<file path="src/rtl/apb_regbank_pkg.sv">
// Shared types and helpers for the APB register bank.
package apb_pkg;

  typedef enum logic [1:0] {APB_IDLE, APB_WAIT, APB_ACCESS} apb_state_t;

  localparam int APB_MAX_WAIT = 15;

  function automatic int strb_w(input int dw);
    return dw / 8;
  endfunction

endpackage

</file>
<file path="src/rtl/apb_regbank_if.sv">
// APB4 bus bundle between the bridge (master) and the register bank (slave).
interface apb_regbank_if #(
  parameter int PADDR_WL = 4,
  parameter int PDATA_WL = 8
);
  import apb_pkg::*;

  logic                          psel;
  logic                          penable;
  logic                          pwrite;
  logic [PADDR_WL-1:0]           paddr;
  logic [PDATA_WL-1:0]           pwdata;
  logic [strb_w(PDATA_WL)-1:0]   pstrb;
  logic                          pready;
  logic [PDATA_WL-1:0]           prdata;
  logic                          pslverr;

  modport master (
    output psel, penable, pwrite, paddr, pwdata, pstrb,
    input  pready, prdata, pslverr
  );

  modport slave (
    input  psel, penable, pwrite, paddr, pwdata, pstrb,
    output pready, prdata, pslverr
  );

endinterface

</file>
<file path="src/rtl/apb_regbank_wait_fsm.sv">
// APB transfer sequencer: setup capture, programmable wait states, abort on psel drop.
module apb_wait_fsm
  import apb_pkg::*;
#(
  parameter int WAIT_STATES = 0
) (
  input  logic clk,
  input  logic reset_b,
  input  logic psel,
  input  logic penable,
  output logic pready,
  output logic setup_stb,
  output logic commit_stb
);

  localparam logic [3:0] WS4 = 4'(WAIT_STATES);

  apb_state_t state_q, state_d;
  logic [3:0] cnt_q, cnt_d;

  always_ff @(posedge clk or negedge reset_b) begin
    if (!reset_b) begin
      state_q <= APB_IDLE;
      cnt_q   <= '0;
    end else begin
      state_q <= state_d;
      cnt_q   <= cnt_d;
    end
  end

  always_comb begin
    state_d   = state_q;
    cnt_d     = cnt_q;
    setup_stb = 1'b0;
    case (state_q)
      APB_IDLE: begin
        // penable already high here is a protocol violation and is ignored
        if (psel && !penable) begin
          setup_stb = 1'b1;
          cnt_d     = WS4;
          state_d   = (WAIT_STATES == 0) ? APB_ACCESS : APB_WAIT;
        end
      end
      APB_WAIT: begin
        if (!psel) begin
          state_d = APB_IDLE;
        end else if (penable) begin
          cnt_d = cnt_q - 4'd1;
          if (cnt_q == 4'd1) state_d = APB_ACCESS;
        end
      end
      APB_ACCESS: state_d = APB_IDLE;
      default:    state_d = APB_IDLE;
    endcase
  end

  assign pready     = (state_q == APB_ACCESS) && psel && penable;
  assign commit_stb = pready;

endmodule

</file>
<file path="src/rtl/apb_regbank.sv">
// APB4 slave register bank: RW config registers with byte strobes, RO status view,
// per-register write-commit pulses and PSLVERR for bad address / RO writes.
module apb_regbank
  import apb_pkg::*;
#(
  parameter int                  PADDR_WL    = 4,
  parameter int                  NUM_REGS    = 2**PADDR_WL,
  parameter int                  PDATA_WL    = 8,
  parameter int                  WAIT_STATES = 0,
  parameter logic [NUM_REGS-1:0] RO_MASK     = '0
) (
  input  logic                         clk,
  input  logic                         reset_b,
  apb_regbank_if.slave                 bus,
  input  logic [PDATA_WL*NUM_REGS-1:0] status,
  output logic [PDATA_WL*NUM_REGS-1:0] data,
  output logic [NUM_REGS-1:0]          wr_pulse
);

  localparam int SW = strb_w(PDATA_WL);
  localparam int FULL = 2**PADDR_WL;
  localparam logic [FULL-1:0] RO_EXT = FULL'(RO_MASK);

  function automatic logic [PDATA_WL-1:0] merge_bytes(
    input logic [PDATA_WL-1:0] old_v,
    input logic [PDATA_WL-1:0] new_v,
    input logic [SW-1:0]       strb
  );
    merge_bytes = old_v;
    for (int k = 0; k < SW; k++)
      if (strb[k]) merge_bytes[8*k +: 8] = new_v[8*k +: 8];
  endfunction

  logic                pready, setup_stb, commit_stb;
  logic [PADDR_WL-1:0] addr_q;
  logic [PDATA_WL-1:0] wdata_q;
  logic [SW-1:0]       strb_q;
  logic                write_q, err_q;
  logic                in_range, setup_err, commit_wr;
  logic [PDATA_WL-1:0] rd_val, prdata_q;
  logic [PDATA_WL-1:0] regs_q [NUM_REGS];

  apb_wait_fsm #(.WAIT_STATES(WAIT_STATES)) u_fsm (
    .clk        (clk),
    .reset_b    (reset_b),
    .psel       (bus.psel),
    .penable    (bus.penable),
    .pready     (pready),
    .setup_stb  (setup_stb),
    .commit_stb (commit_stb)
  );

  assign in_range  = ({1'b0, bus.paddr} < (PADDR_WL+1)'(NUM_REGS));
  assign setup_err = !in_range || (bus.pwrite && RO_EXT[bus.paddr]);

  always_ff @(posedge clk or negedge reset_b) begin
    if (!reset_b) begin
      write_q <= 1'b0;
      err_q   <= 1'b0;
    end else if (setup_stb) begin
      write_q <= bus.pwrite;
      err_q   <= setup_err;
    end
  end

  always_ff @(posedge clk) begin
    if (setup_stb) begin
      addr_q  <= bus.paddr;
      wdata_q <= bus.pwdata;
      strb_q  <= bus.pstrb;
    end
  end

  // Out-of-range reads fall through to zero; RO registers show live status.
  always_comb begin
    rd_val = '0;
    for (int n = 0; n < NUM_REGS; n++)
      if (bus.paddr == PADDR_WL'(n))
        rd_val = RO_MASK[n] ? status[n*PDATA_WL +: PDATA_WL] : regs_q[n];
  end

  always_ff @(posedge clk or negedge reset_b) begin
    if (!reset_b)                     prdata_q <= '0;
    else if (setup_stb && !bus.pwrite) prdata_q <= rd_val;
  end

  assign commit_wr = commit_stb && write_q && !err_q;

  // RO slots are never written, so they keep their reset value of zero.
  always_ff @(posedge clk or negedge reset_b) begin
    if (!reset_b) begin
      for (int n = 0; n < NUM_REGS; n++) regs_q[n] <= '0;
      wr_pulse <= '0;
    end else begin
      for (int n = 0; n < NUM_REGS; n++) begin
        wr_pulse[n] <= commit_wr && (addr_q == PADDR_WL'(n));
        if (commit_wr && (addr_q == PADDR_WL'(n)) && !RO_MASK[n])
          regs_q[n] <= merge_bytes(regs_q[n], wdata_q, strb_q);
      end
    end
  end

  for (genvar n = 0; n < NUM_REGS; n++) begin : g_data
    assign data[n*PDATA_WL +: PDATA_WL] = regs_q[n];
  end

  assign bus.pready  = pready;
  assign bus.prdata  = prdata_q;
  assign bus.pslverr = pready && err_q;

endmodule

</file>
<file path="src/flat_wrapper.sv">
// flat-port wrapper written by rule: the top's interface ports become plain ports
module apb_regbank_flat import apb_pkg::*;
#(
  parameter int                  PADDR_WL    = 4,
  parameter int                  NUM_REGS    = 2**PADDR_WL,
  parameter int                  PDATA_WL    = 8,
  parameter int                  WAIT_STATES = 0,
  parameter logic [NUM_REGS-1:0] RO_MASK     = '0
)
  (clk, reset_b, status, data, wr_pulse, bus_psel, bus_penable, bus_pwrite, bus_paddr, bus_pwdata, bus_pstrb, bus_pready, bus_prdata, bus_pslverr);
  apb_regbank_if #(.PADDR_WL(PADDR_WL), .PDATA_WL(PDATA_WL)) bus_i ();
  input  logic clk;
  input  logic reset_b;
  input  logic [PDATA_WL*NUM_REGS-1:0] status;
  output logic [PDATA_WL*NUM_REGS-1:0] data;
  output logic [NUM_REGS-1:0] wr_pulse;
  input wire logic [$bits(bus_i.psel)-1:0] bus_psel;
  input wire logic [$bits(bus_i.penable)-1:0] bus_penable;
  input wire logic [$bits(bus_i.pwrite)-1:0] bus_pwrite;
  input wire logic [$bits(bus_i.paddr)-1:0] bus_paddr;
  input wire logic [$bits(bus_i.pwdata)-1:0] bus_pwdata;
  input wire logic [$bits(bus_i.pstrb)-1:0] bus_pstrb;
  output wire logic [$bits(bus_i.pready)-1:0] bus_pready;
  output wire logic [$bits(bus_i.prdata)-1:0] bus_prdata;
  output wire logic [$bits(bus_i.pslverr)-1:0] bus_pslverr;
  assign bus_i.psel = bus_psel;
  assign bus_i.penable = bus_penable;
  assign bus_i.pwrite = bus_pwrite;
  assign bus_i.paddr = bus_paddr;
  assign bus_i.pwdata = bus_pwdata;
  assign bus_i.pstrb = bus_pstrb;
  assign bus_pready = bus_i.pready;
  assign bus_prdata = bus_i.prdata;
  assign bus_pslverr = bus_i.pslverr;
  apb_regbank #(.PADDR_WL(PADDR_WL), .NUM_REGS(NUM_REGS), .PDATA_WL(PDATA_WL), .WAIT_STATES(WAIT_STATES), .RO_MASK(RO_MASK)) u_core (.clk(clk), .reset_b(reset_b), .bus(bus_i), .status(status), .data(data), .wr_pulse(wr_pulse));
endmodule
</file>
<file path="config.mk">
export PLATFORM = sky130hd
export DESIGN_NAME = apb_regbank_flat
export DESIGN_NICKNAME = d
export VERILOG_FILES = /design/src/rtl/apb_regbank_pkg.sv /design/src/rtl/apb_regbank_if.sv /design/src/rtl/apb_regbank_wait_fsm.sv /design/src/rtl/apb_regbank.sv /design/src/flat_wrapper.sv
export SDC_FILE = /design/constraint.sdc
export NUM_CORES = 1
export LEC_CHECK = 0
export ABC_AREA = 1
export CAP_MARGIN = 20
export CELL_PAD_IN_SITES_DETAIL_PLACEMENT = 1
export CELL_PAD_IN_SITES_GLOBAL_PLACEMENT = 1
export CORE_ASPECT_RATIO = 1.1
export CORE_MARGIN = 2
export CORE_UTILIZATION = 37
export DETAILED_ROUTE_END_ITERATION = 6
export DONT_BUFFER_PORTS = 1
export PLACE_DENSITY = 0.66
export SYNTH_ARGS = -nofsm -noshare
export SYNTH_HDL_FRONTEND = slang
export SYNTH_HIERARCHICAL = 1
export SYNTH_SLANG_ARGS = --single-unit
</file>
<file path="constraint.sdc">
create_clock -name clk -period 2.22 [get_ports clk]
set_input_delay 0.333 -clock clk [delete_from_list [all_inputs] [get_ports clk]]
set_output_delay 0.333 -clock clk [all_outputs]
set_load 0.05 [all_outputs]
</file>
==> summary.txt, run 1 <==
Initial Utilization - 37.8%
Worst-skew pair later-pin latency - 0.43 ns
Iteration-0 DRC count of the detailed router - 391
TritonCTS clock tree - done
I/O pin cnt - 300
R2R Path End - u_core/data[118]$_DFFE_PN0P_
Root Buffer - clkbuf_16
TritonCTS Sinks - 167
Clock transition at the registers of the reported paths - 0.07 ns
Flops & latches, synth - 167
Post-route cell area - 8400 um2
Total core area - 18400 um2
Clock Skews - 0.00801 ns
R2R setup slack - 0.23 ns
Area growth, synth to finish - 20.8%
# placed instances - 1088
Worst Setup Start Kind - register
Max stage delay on crit path - 0.36 ns
Sequential fraction of the synthesis area - 61.1%
Layout cells sized above 1 - 14.6%
Setup ws final - 0.225 ns
Final setup vio count - 0
Via density - 5.19
Dpl ws - 0.00197 ns
Post-synth EDFFs - 13
Cell area after synthesis - 6950 um2
RD Place Congestion - 0.847
Total global routing track utilization - 24.8%
Syn_nets - 950
Most frequent cell after synthesis - nand2_1
Hold Violations, Final - 154
Die Y - 148 um
Finished Layout Cells - 1133
Crit end category - register
WP data arrival - 2.28 ns
Port Buffer Count - 0
Rows - 52
Clock buffer depth - 2
GRT overflow - 0
Commonest cells post-synth - nand2_1 (275), dfrtp_1 (154), o21ai_0 (128), nor2_1 (79), inv_1 (41)
ANT cells - 0
Failing checks - hold timing
Mean post-synth cell area - 8.65 um2
Origin of the critical flop-to-flop path - u_core/u_fsm/state_q[1]$_DFFE_PN0P_
Routed wire length - 23900 um
Die extent in x - 135 um
Gate Count Post-Synth - 804
Reg2Reg Depth - 9
Leakage - 3.92 nW
Hold WS - -0.401 ns
Max-cap violations - 0
Crit-path most repeated cell - nand2_1
Post-CTS Setup Bufs - 0
Post-synthesis cell type count - 22
Crit path max fanout - 16
CTS buffer count - 17
Critical-path top delay cell - dfrtp_1
DP Wirelength - 17300 um
Actual slew at the worst max-slew pin - 0.743 ns
DIE AREA - 19900 um2
Nets - 1023
Area post-placement - 7660 um2
F_max - 501 MHz
Worst slew margin - 50.4%
Hold Buf Count CTS - 13
Htree depth - 4
Global-route wire length before repair - 36800 um
Drt wl/cell - 21.1 um
Top cell type's share of synthesized area - 55.4%
First drt pass iteration count - 5
Outcome - complete, but fails checks
Initial antenna violation count - 0
Pwr Density - 806 nW/um2
Required time worst endpoint - 2.50 ns
VDD IR max - 0.512 mV
Fin crit period - 1.99 ns
Synth top area cells - dfrtp_1 (55%), nand2_1 (15%), o21ai_0 (9.2%)
Hold Path Class - in2async
Unrepaired setup endpoints after global routing - true
Post-route DRC - 0
Area leader, netlist - dfrtp_1
Synth Flop Type - dfrtp_1
DR vias - 5878
Largest net degree at the start of global routing - 155
Max-slew violation count - 0
Post-route clock period utilization - 89.9%
Class of the most critical setup path - reg2reg
Tot Pwr - 0.00677 W
Vias in the first global route - 6133
Post-route ant nets - 0
Worst-path cell chain - nand2_1, nor2_1, nand2_2, inv_1, nand3_1, nor2_1, nand2_1, nand2_1, o21ai_0
Ys async rst share - 92.2%
Synth warn - 6
[cells by family after synthesis]
group | Yosys count | share of synthesized area, %
other | 1 | 0.0539
DFF | 167 | 61.1
and+or+nand+nor | 420 | 24.7
buffers and inverters | 79 | 4.37
AOI/OAI and AO/OA | 137 | 9.86
[timing repair]
| item | 4_1_cts | 5_1_grt |
|---|---|---|
| gates resized for setup | 0 | 9 |
| setup endpoints to repair | 0 | 99 |
| endpoints found under the hold margin | 167 | 154 |
[cells in the final DEF, fill, tap and decap left out, types with 4 or more instances in the layout]
master         instances
buf_4                 70
inv_1                 41
nor3_1                 7
nand3_1               19
dlygate4sd3_1         13
nand4_1               22
nor2_1                79
o21ai_0              128
a21oi_1                9
nand2_2               10
inv_2                  9
nand2_1              267
nor2_2                 7
clkbuf_16             17
dfrtp_1              154
edfxtp_1              13
inv_6                  4
clkinv_2               4
[flip-flops by register name, indices dropped and copies added (netlist names)]
signal / flops
u_core/addr_q: 4
u_core/write_q: 1
u_core/wdata_q: 8
u_core/wr_pulse: 16
u_core/u_fsm/state_q: 1
u_core/bus.prdata: 8
u_core/data: 128
u_core/strb_q: 1
[stage by stage]
stage / utilization (%) / TNS, ns
floorplan: - / 0
global placement: 41.6 / 0
detailed placement: 41.6 / 0
CTS: 45.5 / 0
global route: 45.6 / -0.00559
finish: 45.6 / 0
[where the power goes]
| part | leakage, nW | switching (W) | internal [W] | total, W |
|---|---|---|---|---|
| registers | 2.26 | 0.000245 | 0.00316 | 0.00341 |
| logic | 1.38 | 0.000311 | 0.000120 | 0.000431 |
| clock network | 0.285 | 0.00126 | 0.00167 | 0.00293 |
[worst max-delay path, delay by kind of cell (launching register included)]
| family | cells | cell delay, ns |
|---|---|---|
| AOI/OAI and AO/OA | 1 | 0.10 |
| buffers and inverters | 1 | 0.11 |
| DFF | 1 | 0.36 |
| and+or+nand+nor | 7 | 1.29 |
[metal layers]
metal | share of wire (%) | global-route usage, %
met1 | 43 | 32.1
met2 | 48 | 39.9
met5 | 0 | 0
met3 | 7.4 | 7.54
met4 | 1.9 | 7.58
[worst max path at each step]
stage | from | to | slack (ns)
2_1_floorplan | bus_penable | u_core/bus.prdata[5]$_DFFE_PN0P_ | 0.31
3_3_place_gp | bus_paddr[3] | u_core/bus.prdata[3]$_DFFE_PN0P_ | 0.02
3_5_place_dp | bus_paddr[3] | u_core/bus.prdata[3]$_DFFE_PN0P_ | 0.002
4_1_cts | u_core/u_fsm/state_q[1]$_DFFE_PN0P_ | u_core/data[54]$_DFFE_PN0P_ | 0.12
5_1_grt | u_core/u_fsm/state_q[1]$_DFFE_PN0P_ | u_core/data[81]$_DFFE_PN0P_ | -0.003
6_report | u_core/u_fsm/state_q[1]$_DFFE_PN0P_ | u_core/data[118]$_DFFE_PN0P_ | 0.23
[area by class of cell]
cell class / count / area (um2)
tap: 243 / 304
sequential: 167 / 4240
multi-input combinational: 558 / 2430
timing repair buffer: 83 / 656
fill: 2168 / 10000
inverter: 50 / 188
clock buffer: 18 / 429
clock inverter: 14 / 149
Power figures use the tool's default switching activity.
==> inputs of run 2 (changes only) <==
Settings changed: CAP_MARGIN 20 to 5, HOLD_SLACK_MARGIN from default to 0.02.
==> summary.txt, run 2 (synthesized netlist as in run 1, its figures left out) <==
WP data arrival - 2.27 ns (about the same)
Hold WS - -0.402 ns (-0.00114 ns)
Pwr Density - 805 nW/um2 (about the same)
Final core utilization - 45.7% (+0.068 points)
RD Place Congestion - 0.847 (unchanged)
VDD IR max - 0.513 mV (+0.23%)
Area post-placement - 7660 um2 (unchanged)
Max-slew violation count - 0 (unchanged)
R2R Path End - u_core/data[118]$_DFFE_PN0P_
Max stage delay on crit path - 0.36 ns (about the same)
Nets - 1024 (+0.098%)
R2R setup slack - 0.23 ns (about the same)
Crit end category - register
Final setup vio count - 0 (unchanged)
Rows - 52 (unchanged)
Total core area - 18400 um2 (unchanged)
# placed instances - 1088 (unchanged)
Hold Violations, Final - 154 (unchanged)
Setup ws final - 0.231 ns (+0.00567 ns)
Leakage - 3.92 nW (+0.11%)
Crit-path most repeated cell - nand2_1
Largest net degree at the start of global routing - 155 (unchanged)
Hold Buf Count CTS - 14 (+1)
Clock buffer depth - 2 (unchanged)
Crit path max fanout - 16 (unchanged)
Tot Pwr - 0.00677 W (about the same)
Vias in the first global route - 6133 (unchanged)
Post-route ant nets - 0 (unchanged)
Worst-path cell chain - nand2_1, nor2_1, nand2_2, inv_1, nand3_1, nor2_1, nand2_1, nand2_1, o21ai_0
Routed wire length - 23900 um (about the same)
Layout cells sized above 1 - 14.6% (-0.016 points)
Port Buffer Count - 0 (unchanged)
Worst Setup Start Kind - register
Fin crit period - 1.99 ns (-0.00567 ns)
Most frequent cells in the layout - nand2_1 (267), dfrtp_1 (154), o21ai_0 (128), nor2_1 (79), buf_4 (70)
Critical path depth - 9 (unchanged)
Unrepaired setup endpoints after global routing - true
Worst slew margin - 49.4% (-1.0 points)
Initial antenna violation count - 0 (unchanged)
Post-route clock period utilization - 89.6% (-0.26 points)
Hold Path Class - in2async
Via density - 5.19 (about the same)
Worst-skew pair later-pin latency - 0.43 ns (about the same)
Total global routing track utilization - 24.8% (unchanged)
Max-cap violations - 0 (unchanged)
DP Wirelength - 17300 um (unchanged)
Htree depth - 4 (unchanged)
DIE AREA - 19900 um2 (unchanged)
Delay-heaviest family, CP - simple AND/OR/NAND/NOR gates
TritonCTS clock tree - done
Finished Layout Cells - 1135 (+0.18%)
TritonCTS Sinks - 167 (unchanged)
Origin of the critical flop-to-flop path - u_core/u_fsm/state_q[1]$_DFFE_PN0P_
CP Launch Point - u_core/u_fsm/state_q[1]$_DFFE_PN0P_
Reg2Reg Depth - 9 (unchanged)
Initial Utilization - 37.8% (unchanged)
Outcome - complete, but fails checks
Actual slew at the worst max-slew pin - 0.759 ns (+0.0153 ns)
First drt pass iteration count - 4 (-1)
Global-route wire length before repair - 36800 um (unchanged)
F_max - 503 MHz (+0.29%)
Failing checks - hold timing
CTS buffer count - 17 (unchanged)
Critical path buffers and inverters - 1 (unchanged)
Worst setup path end - u_core/data[118]$_DFFE_PN0P_
Post-CTS Setup Bufs - 0 (unchanged)
Drt wl/cell - 21.0 um (-0.22%)
Post-route DRC - 0 (unchanged)
Clock transition at the registers of the reported paths - 0.07 ns (about the same)
Required time worst endpoint - 2.50 ns (about the same)
Clock Skews - 0.00814 ns (+0.000127 ns)
Dpl ws - 0.00197 ns (unchanged)
Max FFs per register - 128 (unchanged)
GRT overflow - 0 (unchanged)
Post-route cell area - 8410 um2 (+0.15%)
Iteration-0 DRC count of the detailed router - 400 (+2.3%)
Critical-path top delay cell - dfrtp_1
DR vias - 5894 (+0.27%)
I/O pin cnt - 300 (unchanged)
Class of the most critical setup path - reg2reg
Die extent in x - 135 um (unchanged)
Die Y - 148 um (unchanged)
Commonest non-fill, non-tap cell in the layout - nand2_1
Area growth, synth to finish - 21.0%
Root Buffer - clkbuf_16
run 2: worst min-delay path by stage:
stage / startpoint / to / slack, ns / cells after the start
2_1_floorplan: reset_b / u_core/bus.prdata[0]$_DFFE_PN0P_ / 0.04 / 0
3_3_place_gp: reset_b / u_core/data[5]$_DFFE_PN0P_ / 0.04 / 0
3_5_place_dp: reset_b / u_core/data[5]$_DFFE_PN0P_ / 0.04 / 0
4_1_cts: reset_b / u_core/wr_pulse[4]$_DFF_PN0_ / -0.41 / 0
5_1_grt: reset_b / u_core/data[40]$_DFFE_PN0P_ / -0.42 / 0
6_report: reset_b / u_core/data[45]$_DFFE_PN0P_ / -0.40 / 0
run 2: layout make-up:
cell class	count	area, um2
Timing Repair Buffer	84	666
Clock buffer	18	429
Clock inverter	14	149
Inverter	50	188
Sequential cell	167	4240
Tap cell	243	304
Antenna cell	1	2.50
Fill cell	2167	10000
Multi-Input combinational cell	558	2430
run 2: where the power goes:
group | total [W] | internal (W) | switching (W)
logic | 0.000432 | 0.000121 | 0.000311
clock network | 0.00293 | 0.00167 | 0.00127
registers | 0.00341 | 0.00316 | 0.000245
total | 0.00677 | 0.00495 | 0.00182
run 2: layer usage:
layer	track usage [%]	up-vias	share of wire (%)
met4	7.58	0	1.9
met2	39.9	184	48
met1	32.1	2941	43
li1	-	2739	-
met3	7.54	30	7.5
met5	0	-	0
run 2: timing repair:
action                     in CTS  in global routing
setup endpoints to repair       0                 99
hold endpoints to repair      168                154
resized for setup               0                  9
run 2: stage by stage:
stage                     hold WS [ns]  setup TNS [ns]
after floorplan                 0.0374               0
after global placement          0.0431               0
after detailed placement        0.0424               0
after CTS                       -0.415               0
after global routing            -0.419        -0.00559
final                           -0.402               0
run 2: worst register-to-register path, stage by stage (launching register included):
cell     delay [ns]
dfrtp_1        0.36
nand2_1        0.05
nor2_1         0.18
nand2_2        0.18
inv_1          0.11
nand3_1        0.16
nor2_1         0.19
nand2_1        0.34
nand2_1        0.18
o21ai_0        0.10
==> variant 1 (config.mk and constraints of run 1) <==
`PADDR_WL` is set to 4 in 3 places; all go to 5.
--- a/src/rtl/apb_regbank_if.sv
+++ b/src/rtl/apb_regbank_if.sv
@@ -1,5 +1,5 @@
 // APB4 bus bundle between the bridge (master) and the register bank (slave).
 interface apb_regbank_if #(
-  parameter int PADDR_WL = 4,
+  parameter int PADDR_WL = 5,
   parameter int PDATA_WL = 8
 );
--- a/src/rtl/apb_regbank.sv
+++ b/src/rtl/apb_regbank.sv
@@ -4,5 +4,5 @@
   import apb_pkg::*;
 #(
-  parameter int                  PADDR_WL    = 4,
+  parameter int                  PADDR_WL    = 5,
   parameter int                  NUM_REGS    = 2**PADDR_WL,
   parameter int                  PDATA_WL    = 8,
--- a/src/flat_wrapper.sv
+++ b/src/flat_wrapper.sv
@@ -2,5 +2,5 @@
 module apb_regbank_flat import apb_pkg::*;
 #(
-  parameter int                  PADDR_WL    = 4,
+  parameter int                  PADDR_WL    = 5,
   parameter int                  NUM_REGS    = 2**PADDR_WL,
   parameter int                  PDATA_WL    = 8,
Interface: changed (resized bus_paddr, data, status and wr_pulse); port bits go from 300 to 573. No check against the original RTL was run, so the function may have changed too.
==> variant 1 against run 1 <==
The flow finishes with violations (negative hold slack, negative setup slack); routed wire length rose by 130%; synthesized cell count increased by 99%; setup slack worse by 0.66 ns; design area up 110%; total power grew 86%; sequential power is 79% higher; die area rose by 91%; fmax is 25% lower; synthesized area up 94%; non-clock buffer count grew 198; sequential cell count grew 145; final cell count grew 110%; first-iteration DRC count up 69%; highest routed layer unchanged.
==> variant 1: results (changes against run 1) <==
TIMING.CRITICAL_PATH.ARRIVAL_NS=3.08  # was 2.28 ns
CP_SLOWEST_STAGE_DELAY_NS=0.40  # was 0.36 ns
TOTAL_TRACK_USAGE=0.2881  # was 0.2475
HTREE_NUM_LEVELS=2  # was 4
HOLDBUFCOUNTCTS=16  # was 13
DP_SLACK_NS=-0.6741  # was 0.001968 ns
SETUP_VIOLATION_TOTAL_IN_THE_FINAL_TIMING_REPORT=8  # was 0
YS_SEQ_AREA_FRAC=0.5847  # was 0.6105
LAYOUT.CELLS.NON_FILLER=2359  # was 1,133
LAYOUT-DRIVE-GT1-SHARE=0.2244  # was 0.1461
P_SEQ_mW=6.10  # was 3.41 mW
GLOBALPLACE.CONGESTION=0.8435  # was 0.8472
VIOLATIONS_IN_THE_FINAL_REPORTS='negative hold slack, negative setup slack'  # was negative hold slack
HOLD-WORST-SLACK_NS=-0.4982  # was -0.4011 ns
CTS_RESIZED=21  # was 0
TIMING_HOLD_VIOLATIONS_FINAL=298  # was 154
MAPPEDNETLISTNETS=1877  # was 950
LARGEST_REG_FLOPS=256  # was 128
OUTCOME='complete, but fails checks'  # unchanged
LAYOUT_SETUP_WS_NS=-0.4365  # was 0.2252 ns
PLACED_CELL_AREA_UM2=15750  # was 7665 µm²
POWER.SWITCHING_FRACTION=0.2583  # was 0.2686
P_LEAK_nW=8.235  # was 3.918 nW
POWER.COMBINATIONAL.TOTAL_mW=0.726  # was 0.431 mW
TIMING.SLEW.HEADROOM=0.1048  # was 0.5040
CRITICAL_PATH.MAX_FANOUT=2  # was 16
FINAL_NET_COUNT=2120  # was 1,023
CTS-ROOT-TO-SINK-BUFFERS=3  # was 2
POST-DP-HPWL_UM=38320  # was 17,250 µm
TRITONCTS.NUM_BUFFERS=36  # was 17
SYNTH_COMPOUND_AREA_FRAC=0.1074  # was 0.09863
AVGROUTEDWIREPERCELL_UM=23.23  # was 21.07 µm
SYNTH_AREA_LEADERS='dfrtp_1 (55%), nand2_1 (15%), o21ai_0 (9.8%), nor2_1 (3.5%), edfxtp_1 (3.1%)'  # was dfrtp_1 (55%), nand2_1 (15%), o21ai_0 (9.2%), edfxtp_1 (5.6%), nor2_1 (4.3%)
DETAIL_ROUTE.VIAS_PER_CELL=5.211  # was 5.188
INTERNAL-POWER_mW=9.345  # was 4.951 mW
FIRST_GLOBAL_VIAS=13140  # was 6,133
FINALCLOCKSKEW_NS=0.02493  # was 0.008009 ns
COUNT_OF_FLIP_FLOPS_WITH_A_BUILT_IN_ENABLE_AFTER_SYNTHESIS=14  # was 13
ENDPOINT='u_core/bus.prdata[6]$_DFFE_PN0P_'  # was u_core/data[118]$_DFFE_PN0P_
PIN_COUNT_OF_THE_BIGGEST_NET_ENTERING_GLOBAL_ROUTING=299  # was 155
SYN_AREA_PER_CELL_UM2=8.409  # was 8.646 µm²
## variant 1: cell count changes in the layout (fill, tap and decap cells not counted), sizes merged, moves of 3 or more
cell | run 1 | this run
dlygate4sd3 | 13 | 16
nand3 | 19 | 34
nand2 | 277 | 541
dfrtp | 154 | 298
clkbuf | 18 | 50
nor2 | 87 | 133
clkinvlp | 1 | 4
a21oi | 9 | 25
nand4 | 22 | 63
o21ai | 128 | 264
inv | 54 | 121
buf | 70 | 265
or2 | 4 | 24
## variant 1: per-layer routing
layer | GRT usage | share of wire | vias to the layer above
met3 | 0.06753 | 0.068 | 92
met4 | 0.09083 | 0.030 | 0
met5 | 0 | 0 | -
li1 | - | - | 5650
met2 | 0.4835 | 0.48 | 362
met1 | 0.3674 | 0.42 | 6189
## variant 1: layout make-up
type	count	area, µm²
clock buffers	50	1005
multi-input cells	1095	5024
inverters	119	450.4
repair buffers	281	2213
fillers	4338	18690
clock inverters	15	117.6
well taps	487	609.3
flip-flops and latches	312	7878
==> variant 2 (settings of run 1) <==
Made on the original files. Make the reset (`reset_b`) synchronous in 4 clocked blocks.
--- a/src/rtl/apb_regbank_wait_fsm.sv
+++ b/src/rtl/apb_regbank_wait_fsm.sv
@@ -19,5 +19,5 @@
   logic [3:0] cnt_q, cnt_d;
 
-  always_ff @(posedge clk or negedge reset_b) begin
+  always_ff @(posedge clk) begin
     if (!reset_b) begin
       state_q <= APB_IDLE;
--- a/src/rtl/apb_regbank.sv
+++ b/src/rtl/apb_regbank.sv
@@ -54,5 +54,5 @@
   assign setup_err = !in_range || (bus.pwrite && RO_EXT[bus.paddr]);
 
-  always_ff @(posedge clk or negedge reset_b) begin
+  always_ff @(posedge clk) begin
     if (!reset_b) begin
       write_q <= 1'b0;
@@ -80,5 +80,5 @@
   end
 
-  always_ff @(posedge clk or negedge reset_b) begin
+  always_ff @(posedge clk) begin
     if (!reset_b)                     prdata_q <= '0;
     else if (setup_stb && !bus.pwrite) prdata_q <= rd_val;
@@ -88,5 +88,5 @@
 
   // RO slots are never written, so they keep their reset value of zero.
-  always_ff @(posedge clk or negedge reset_b) begin
+  always_ff @(posedge clk) begin
     if (!reset_b) begin
       for (int n = 0; n < NUM_REGS; n++) regs_q[n] <= '0;
Formal check against the unedited RTL: differs if reset_b is asserted again (counterexample within 4 cycles, from zero or initial values and one cycle with reset_b low); with reset_b held inactive, the same outputs for 4 cycles.
==> variant 2 against run 1 <==
Clock power decreased by 5%; utilization increased by 1.2 points; largest power group unchanged; synthesized area decreased by 1.8%; die area decreased by 1.8%; fmax decreased by 2.5%; critical endpoint is now u_core/regs_q[0][50]$_SDFFCE_PN0P_; design area increased by 1.5%; total power increased by 5.9%; routed wire length decreased by 11%; critical path depth unchanged; setup slack got worse by 0.051 ns; sequential cell count unchanged.
==> variant 2: results (changes against run 1) <==
HOLD_CLASS='input port to register'  # was input port to asynchronous set/reset pin
ANTENNA_FOUND_INITIAL=1  # was 0
WORSTSETUPSTARTPOINT='u_core/u_fsm/state_q[1]$_SDFFE_PN0P_'  # was u_core/u_fsm/state_q[1]$_DFFE_PN0P_
FINALCLOCKSKEW_NS=0.008410  # was 0.008009 ns
PIN_COUNT_OF_THE_BIGGEST_NET_ENTERING_GLOBAL_ROUTING=29  # was 155
LAYOUT-DRIVE-GT1-SHARE=0.2104  # was 0.1461
PEAKVDDDROP_mV=0.5408  # was 0.5116 mV
MAPPEDNETLISTNETS=797  # was 950
ASYNCSETRESETFLOPFRACSYNTH=0  # was 0.9222
GLOBALPLACE.CONGESTION=0.8580  # was 0.8472
REGISTER_AREA_UM2=4755  # was 4244 µm²
POST-DP-HPWL_UM=16560  # was 17,250 µm
NETLIST_TOP_CELLS_COUNT='nor2_1 (162), edfxtp_1 (141), nand2_1 (137)'  # was nand2_1 (275), dfrtp_1 (154), o21ai_0 (128)
WORST-R2R-SETUP-SLACK_NS=0.17  # was 0.23 ns
CLOCK_TREE_AREA_FRACTION=0.06487  # was 0.06883
WORSTREG2REGEND='u_core/regs_q[0][50]$_SDFFCE_PN0P_'  # was u_core/data[118]$_DFFE_PN0P_
INVERTERS_EXCL_CLOCK=78  # was 50
CP_SLOWEST_STAGE_DELAY_NS=0.34  # was 0.36 ns
MULTI_INPUT_COMB_CELLS=400  # was 558
WORST_PATH_MAX_DELAY_CELL='dfxtp_1'  # was dfrtp_1
TIMING.CRITICAL_PATH.ARRIVAL_NS=2.18  # was 2.28 ns
TOTAL_TRACK_USAGE=0.2215  # was 0.2475
OUTCOME='finished, final reports clean'  # was complete, but fails checks
SYNTHDISTINCTLIBCELLS=28  # was 22
VIAS=5114  # was 5,878
[variant 2: cell types whose count changed after synthesis, sizes merged, moves of 14 or more]
cell    delta
clkinv    +14
nand2    -134
dfxtp     +26
clkbuf    -24
edfxtp   +128
nor2      +88
inv       +14
o21ai    -113
dfrtp    -154
[variant 2: what timing repair did]
action,CTS,global route
hold endpoints to repair,13,0
resized for setup,0,0
endpoints found under the setup margin,0,32
hold buffers,13,0
buffers inserted,0,0
[variant 2: worst max-delay path, delay by kind of cell, from the launching register on]
kind                   cells  cell delay [ns]
AOI/OAI and AO/OA          1             0.14
buffers and inverters      3             0.41
DFF                        1             0.34
and+or+nand+nor            5             0.85
[variant 2: cells by family after synthesis]
kind of cell    Yosys count  synth area share
compound gates           28           0.02218
buf+inv                  84           0.04749
flops                   167            0.6967
other cells               1         0.0005495
simple gates            371            0.2330
[variant 2: metrics by stage]
step | setup WS, ns | power [mW] | utilization | cells | area [µm²]
after floorplan | 0.03754 | 4.220 | - | 651 | 6824
after global placement | 0.2448 | 4.424 | 0.4304 | 987 | 7840
after detailed placement | 0.2218 | 4.444 | 0.4304 | 987 | 7840
after CTS | 0.1846 | 7.224 | 0.4679 | 1032 | 8523
after global routing | -0.03632 | 7.376 | 0.4680 | 1033 | 8526
final | 0.1741 | 7.166 | 0.4680 | 1033 | 8526
[variant 2: layer usage]
metal	global-route usage	vias up	part of all wire
met5	0	-	0
met4	0.06489	0	0.015
met3	0.07118	25	0.073
met2	0.3843	178	0.52
met1	0.2634	2522	0.40
li1	-	2389	-
[variant 2: power by group]
part	switching, mW	internal [mW]
combinational	0.401	0.147
clock	1.29	1.49
sequential	0.318	3.52
